==> config.mk <==
export PLATFORM = sky130hd
export DESIGN_NAME = fetch_unit
export DESIGN_NICKNAME = d
export VERILOG_FILES = /design/src/rtl/fetch_unit.sv
export SDC_FILE = /design/constraint.sdc
export NUM_CORES = 1
export LEC_CHECK = 0
export CORE_ASPECT_RATIO = 0.5
export CORE_MARGIN = 4
export CORE_UTILIZATION = 45
export CTS_BUF_LIST = sky130_fd_sc_hd__clkbuf_8
export CTS_CLUSTER_DIAMETER = 80
export DETAILED_ROUTE_END_ITERATION = 10
export GPL_ROUTABILITY_DRIVEN = 0
export PLACE_DENSITY = 0.73
export REMOVE_ABC_BUFFERS = 1
export SLEW_MARGIN = 20
export SYNTH_ARGS = -nofsm -noshare
export SYNTH_HDL_FRONTEND = slang
export SYNTH_SLANG_ARGS = --single-unit
==> constraint.sdc <==
create_clock -name clk -period 2.6 [get_ports clk]
set_clock_uncertainty 0.05 [all_clocks]
set_input_delay 0.65 -clock clk [delete_from_list [all_inputs] [get_ports clk]]
set_output_delay 0.65 -clock clk [all_outputs]
set_load 0.005 [all_outputs]
==> src/rtl/fetch_unit.sv <==
// rtl/fetch_unit.sv - instruction fetch stage with 2-entry buffer, redirect and end-of-memory halt
module fetch_unit #(
  parameter int unsigned MEM_DEPTH = 30,
  parameter logic [31:0] RESET_PC  = 32'h0
) (
  input  logic        clk,
  input  logic        rst_n,
  output logic [31:0] imem_addr,
  input  logic [31:0] imem_instr,
  input  logic        redirect_valid,
  input  logic [31:0] redirect_pc,
  input  logic        id_ready,
  output logic        if_valid,
  output logic [31:0] if_instr,
  output logic [31:0] if_pc,
  output logic        halted
);

  localparam logic [31:0] DEPTH_W = 32'(MEM_DEPTH);

  typedef enum logic {
    S_FETCH = 1'b0,
    S_HALT  = 1'b1
  } state_t;

  state_t      r_state;
  state_t      w_state_next;

  logic [31:0] r_pc;
  logic [31:0] r_req_pc;
  logic        r_inflight;

  // Buffer slot 0 is always the head; slot 1 only holds data when count == 2.
  logic [1:0]  r_count;
  logic [31:0] r_instr0;
  logic [31:0] r_instr1;
  logic [31:0] r_pcq0;
  logic [31:0] r_pcq1;

  logic        w_pop;
  logic        w_push;
  logic        w_issue;
  logic        w_in_range;
  logic [2:0]  w_occupancy;
  logic [31:0] w_word_idx;
  logic [1:0]  w_unused_redirect_lsb;

  // The low two bits of a redirect target are discarded; word alignment is forced.
  assign w_unused_redirect_lsb = redirect_pc[1:0];

  assign w_word_idx  = {2'b00, r_pc[31:2]};
  assign imem_addr   = w_word_idx;
  assign w_in_range  = (w_word_idx < DEPTH_W);
  assign w_occupancy = {1'b0, r_count} + {2'b00, r_inflight};

  assign if_valid = (r_count != 2'd0);
  assign if_instr = if_valid ? r_instr0 : 32'h0;
  assign if_pc    = if_valid ? r_pcq0   : 32'h0;
  assign halted   = (r_state == S_HALT) && (r_count == 2'd0) && !r_inflight;

  assign w_pop  = if_valid && id_ready;
  assign w_push = r_inflight && !redirect_valid;

  // A new request may go out only when its returning word is guaranteed a buffer slot.
  assign w_issue = (r_state == S_FETCH) && w_in_range && !redirect_valid &&
                   ((w_occupancy < 3'd2) || w_pop);

  // State register for the fetch/halt machine.
  always_ff @(posedge clk or negedge rst_n) begin
    if (!rst_n) begin
      r_state <= S_FETCH;
    end else begin
      r_state <= w_state_next;
    end
  end

  // Next state: redirect always resumes fetching; running off the end of memory halts.
  always_comb begin
    w_state_next = r_state;
    if (redirect_valid) begin
      w_state_next = S_FETCH;
    end else if ((r_state == S_FETCH) && !w_in_range) begin
      w_state_next = S_HALT;
    end
  end

  // Program counter and the single outstanding memory request.
  always_ff @(posedge clk or negedge rst_n) begin
    if (!rst_n) begin
      r_pc       <= RESET_PC;
      r_req_pc   <= 32'h0;
      r_inflight <= 1'b0;
    end else if (redirect_valid) begin
      r_pc       <= {redirect_pc[31:2], 2'b00};
      r_inflight <= 1'b0;
    end else begin
      r_inflight <= w_issue;
      if (w_issue) begin
        r_req_pc <= r_pc;
        r_pc     <= r_pc + 32'd4;
      end
    end
  end

  // Two-entry instruction buffer; a redirect flushes it after any same-edge pop.
  always_ff @(posedge clk or negedge rst_n) begin
    if (!rst_n) begin
      r_count  <= 2'd0;
      r_instr0 <= 32'h0;
      r_instr1 <= 32'h0;
      r_pcq0   <= 32'h0;
      r_pcq1   <= 32'h0;
    end else if (redirect_valid) begin
      r_count <= 2'd0;
    end else begin
      case ({w_push, w_pop})
        2'b11: begin
          if (r_count == 2'd1) begin
            r_instr0 <= imem_instr;
            r_pcq0   <= r_req_pc;
          end else begin
            r_instr0 <= r_instr1;
            r_pcq0   <= r_pcq1;
            r_instr1 <= imem_instr;
            r_pcq1   <= r_req_pc;
          end
        end
        2'b10: begin
          if (r_count == 2'd0) begin
            r_instr0 <= imem_instr;
            r_pcq0   <= r_req_pc;
          end else begin
            r_instr1 <= imem_instr;
            r_pcq1   <= r_req_pc;
          end
          r_count <= r_count + 2'd1;
        end
        2'b01: begin
          r_instr0 <= r_instr1;
          r_pcq0   <= r_pcq1;
          r_count  <= r_count - 2'd1;
        end
        default: begin
          r_count <= r_count;
        end
      endcase
    end
  end

endmodule

==> run_results.csv <==
group,metric,value,unit
worst_setup_path,start_kind,"flop",
synthesis,syn-instance-count,880,
route,route.detailed.drc,0,
route,wire_per_inst,17.2,um
route,finalWirelength,22.6,mm
route,num_vias,7114,
synthesis,synth_top_area_share,50.6,%
pwr,ir_worst_vdd,0.400,mV
synthesis,synth.top_cells.by_count,"dfrtp_1, mux2_2, nand2_1",
global_routing,track_usage,20.1,%
floorplan,die_y,110,um
sta,maxSlewViolCount,0,
floorplan,start_util,46.8,%
clocking,cts-root-buf,"clkbuf_8",
cells_and_area,post-route-util,59.6,%
sta,period_share,96.0,%
floorplan,rows,36,
global_routing,grt_overflow,0,
cells_and_area,layout.nets,1105,
synthesis,ys_seq_area_share,50.6,%
synthesis,synth_edf_count,0,
route,via_per_inst,5.43,
floorplan,ioPinCount,166,
route,dr.pass1.iters,4,
synthesis,yosys.area.top_type,"dfrtp_1",
clocking,numCtsBuffers,17,
route,ant_nets,0,
floorplan,die_x,211,um
global_routing,grt_pass1_wl,37.7,mm
pwr,powerDensity,605,nW/um2
hold_path,hold_path.class,"primary input to asynchronous set/reset pin",
sta,period_needed,2.50,ns
pwr,power.total,0.00716,W
synthesis,yosys_warnings,0,
worst_setup_path,end_kind,"output port",
floorplan,die-area,23200,um2
clocking,insertion_delay,0.48,ns
sta,slew-limit-headroom,63.8,%
cells_and_area,insertedDiodeCount,0,
place,dpl.hpwl,14.6,mm
sta,finalSetupViolations,0,
clocking,cts.path.max_buffers,2,
flow_run,cap_viol_max_count,0,
clocking,cts_max_level,4,
place,io_buffers,159,
global_routing,antenna_found_initial,0,
clocking,clock_sinks,188,
global_routing,grt_pass1_vias,7420,
cells_and_area,drive_above_1_share,24.0,%
synthesis,synth_seq_cells,188,
cells_and_area,syn2layout_area_growth,27.2,%
synthesis,synth_area_leaders,"dfrtp_1, mux2_2, o21ai_0",
synthesis,syn_area_per_cell,10.6,um2
sta,setup_tns,0,ns
floorplan,core_area,19900,um2
worst_setup_path,crit_fanout,14,
route,drt_iter0_drc,430,
worst_setup_path,critical_path_arrival,1.80,ns
synthesis,synth_cell_type_count,36,
run_status,run_status,"finished clean",
worst_setup_path,worstPathRequired,1.90,ns
worst_setup_path,path_class,"flop to output port",
clocking,clk_pin_slew_worst_paths,0.10,ns
synthesis,ys_async_sr_fraction,100,%
clocking,cts_tree,"built",
sta,hold_violations,0,
sta,max_freq,401,MHz
global_routing,grt_max_degree,77,
synthesis,post-synth-top-count-cell,"dfrtp_1",
sta,rsz0062_at_grt,"false",
synthesis,synth_ff_type,"dfrtp_1",
synthesis,synthesis.area,9310,um2
pwr,p_leak,5.30,nW
sta,tightest_slew,0.543,ns
-- worst max-delay path: stages, from the launching register on --
cell and delay (ns):
dfrtp_1 0.40, inv_2 0.09, ha_4 0.20, buf_6 0.15, buf_16 0.16, nor2b_1 0.06
dlygate4sd2_1 0.26
-- final timing paths --
check | from | to | slack, ns | cells past startpoint
worst max register to register | r_count[0] | r_instr1[6] | 0.12 | 10
worst max-delay path | r_count[0] | if_instr[21] | 0.10 | 6
worst min register to register | r_instr0[13] | r_instr0[13] | 0.43 | 2
worst min-delay path | rst_n | r_pc[31] | 0.08 | 1
max in group asynchronous | rst_n | r_instr0[31] | 1.73 | 2
min in group clk | r_instr0[13] | r_instr0[13] | 0.43 | 2
-- through the flow --
step / instances / hold WS, ns / worst slack (ns) / area, um2
4_1_cts: 1303 / 0.0618 / -0.0102 / 11800
3_5_place_dp: 1267 / 0.412 / -0.181 / 11400
5_1_grt: 1310 / 0.0827 / 0.0159 / 11800
3_3_place_gp: 1267 / 0.403 / -0.178 / 11400
2_1_floorplan: 808 / 0.304 / -3.77 / 9000
6_report: 1310 / 0.0819 / 0.104 / 11800
-- layout make-up --
class,instances,area [um2]
clock buffers,17,234
repair buffers,204,2060
inverters,6,22.5
well taps,266,333
flip-flops and latches,188,4700
multi-input cells,614,4360
clock inverters,15,130
fillers,1648,8020
-- timing repair --
| action | 4_1_cts | 5_1_grt |
|---|---|---|
| setup buffers | 3 | 7 |
| resized for setup | 95 | 1 |
| endpoints found under the setup margin | 64 | 2 |
| hold buffers | 0 | 0 |
| pin swaps | 1 | 1 |
| cloned | 1 | 0 |
-- logic make-up (layout without fill, tap and decap cells) --
group,after synthesis,count (layout),share of synthesized area (%)
other,1,4,0.0403
AO/OA/AOI/OAI,206,206,13.3
multiplexers,154,154,18.6
flip-flops,188,188,50.6
XOR/XNOR,1,1,0.0941
adder cells (fa/ha/maj),6,6,0.807
buffers and inverters,81,242,3.68
AND/OR/NAND/NOR,243,243,12.9
-- cell usage in the layout, fill, tap and decap left out, drive strengths merged, types with 8 or more instances in the layout --
cell | Yosys | routed
a22oi | 62 | 62
nor2 | 8 | 8
nand2 | 126 | 126
nor4 | 9 | 9
dlygate4sd2 | 0 | 58
inv | 6 | 14
o21ai | 127 | 127
clkbuf | 44 | 18
mux2 | 154 | 154
buf | 31 | 46
nor2b | 89 | 89
dfrtp | 188 | 188
clkdlybuf4s50 | 0 | 95
-- flip-flops by register name, summed over array words and instances, names as in the netlist --
| signal | cells |
|---|---|
| r_req_pc | 30 |
| r_pcq0 | 30 |
| r_instr1 | 32 |
| r_pc | 30 |
| r_count | 2 |
| r_state | 1 |
| r_instr0 | 32 |
| r_inflight | 1 |
| r_pcq1 | 30 |
-- power by group --
| group | internal (W) | switching (W) | total, W |
|---|---|---|---|
| Clock | 0.000697 | 0.00119 | 0.00188 |
| Sequential | 0.00335 | 0.000224 | 0.00357 |
| Combinational | 0.000883 | 0.000824 | 0.00171 |
| Total | 0.00493 | 0.00223 | 0.00716 |
-- routing by layer --
metal | vias up | global-route usage [%] | part of all wire [%]
met4 | 0 | 6.34 | 1.5
met5 | - | 0 | 0
met1 | 3559 | 26.6 | 45
met3 | 27 | 4.87 | 5.1
met2 | 138 | 33.4 | 48
li1 | 3390 | - | -
Power figures use the tool's default switching activity.
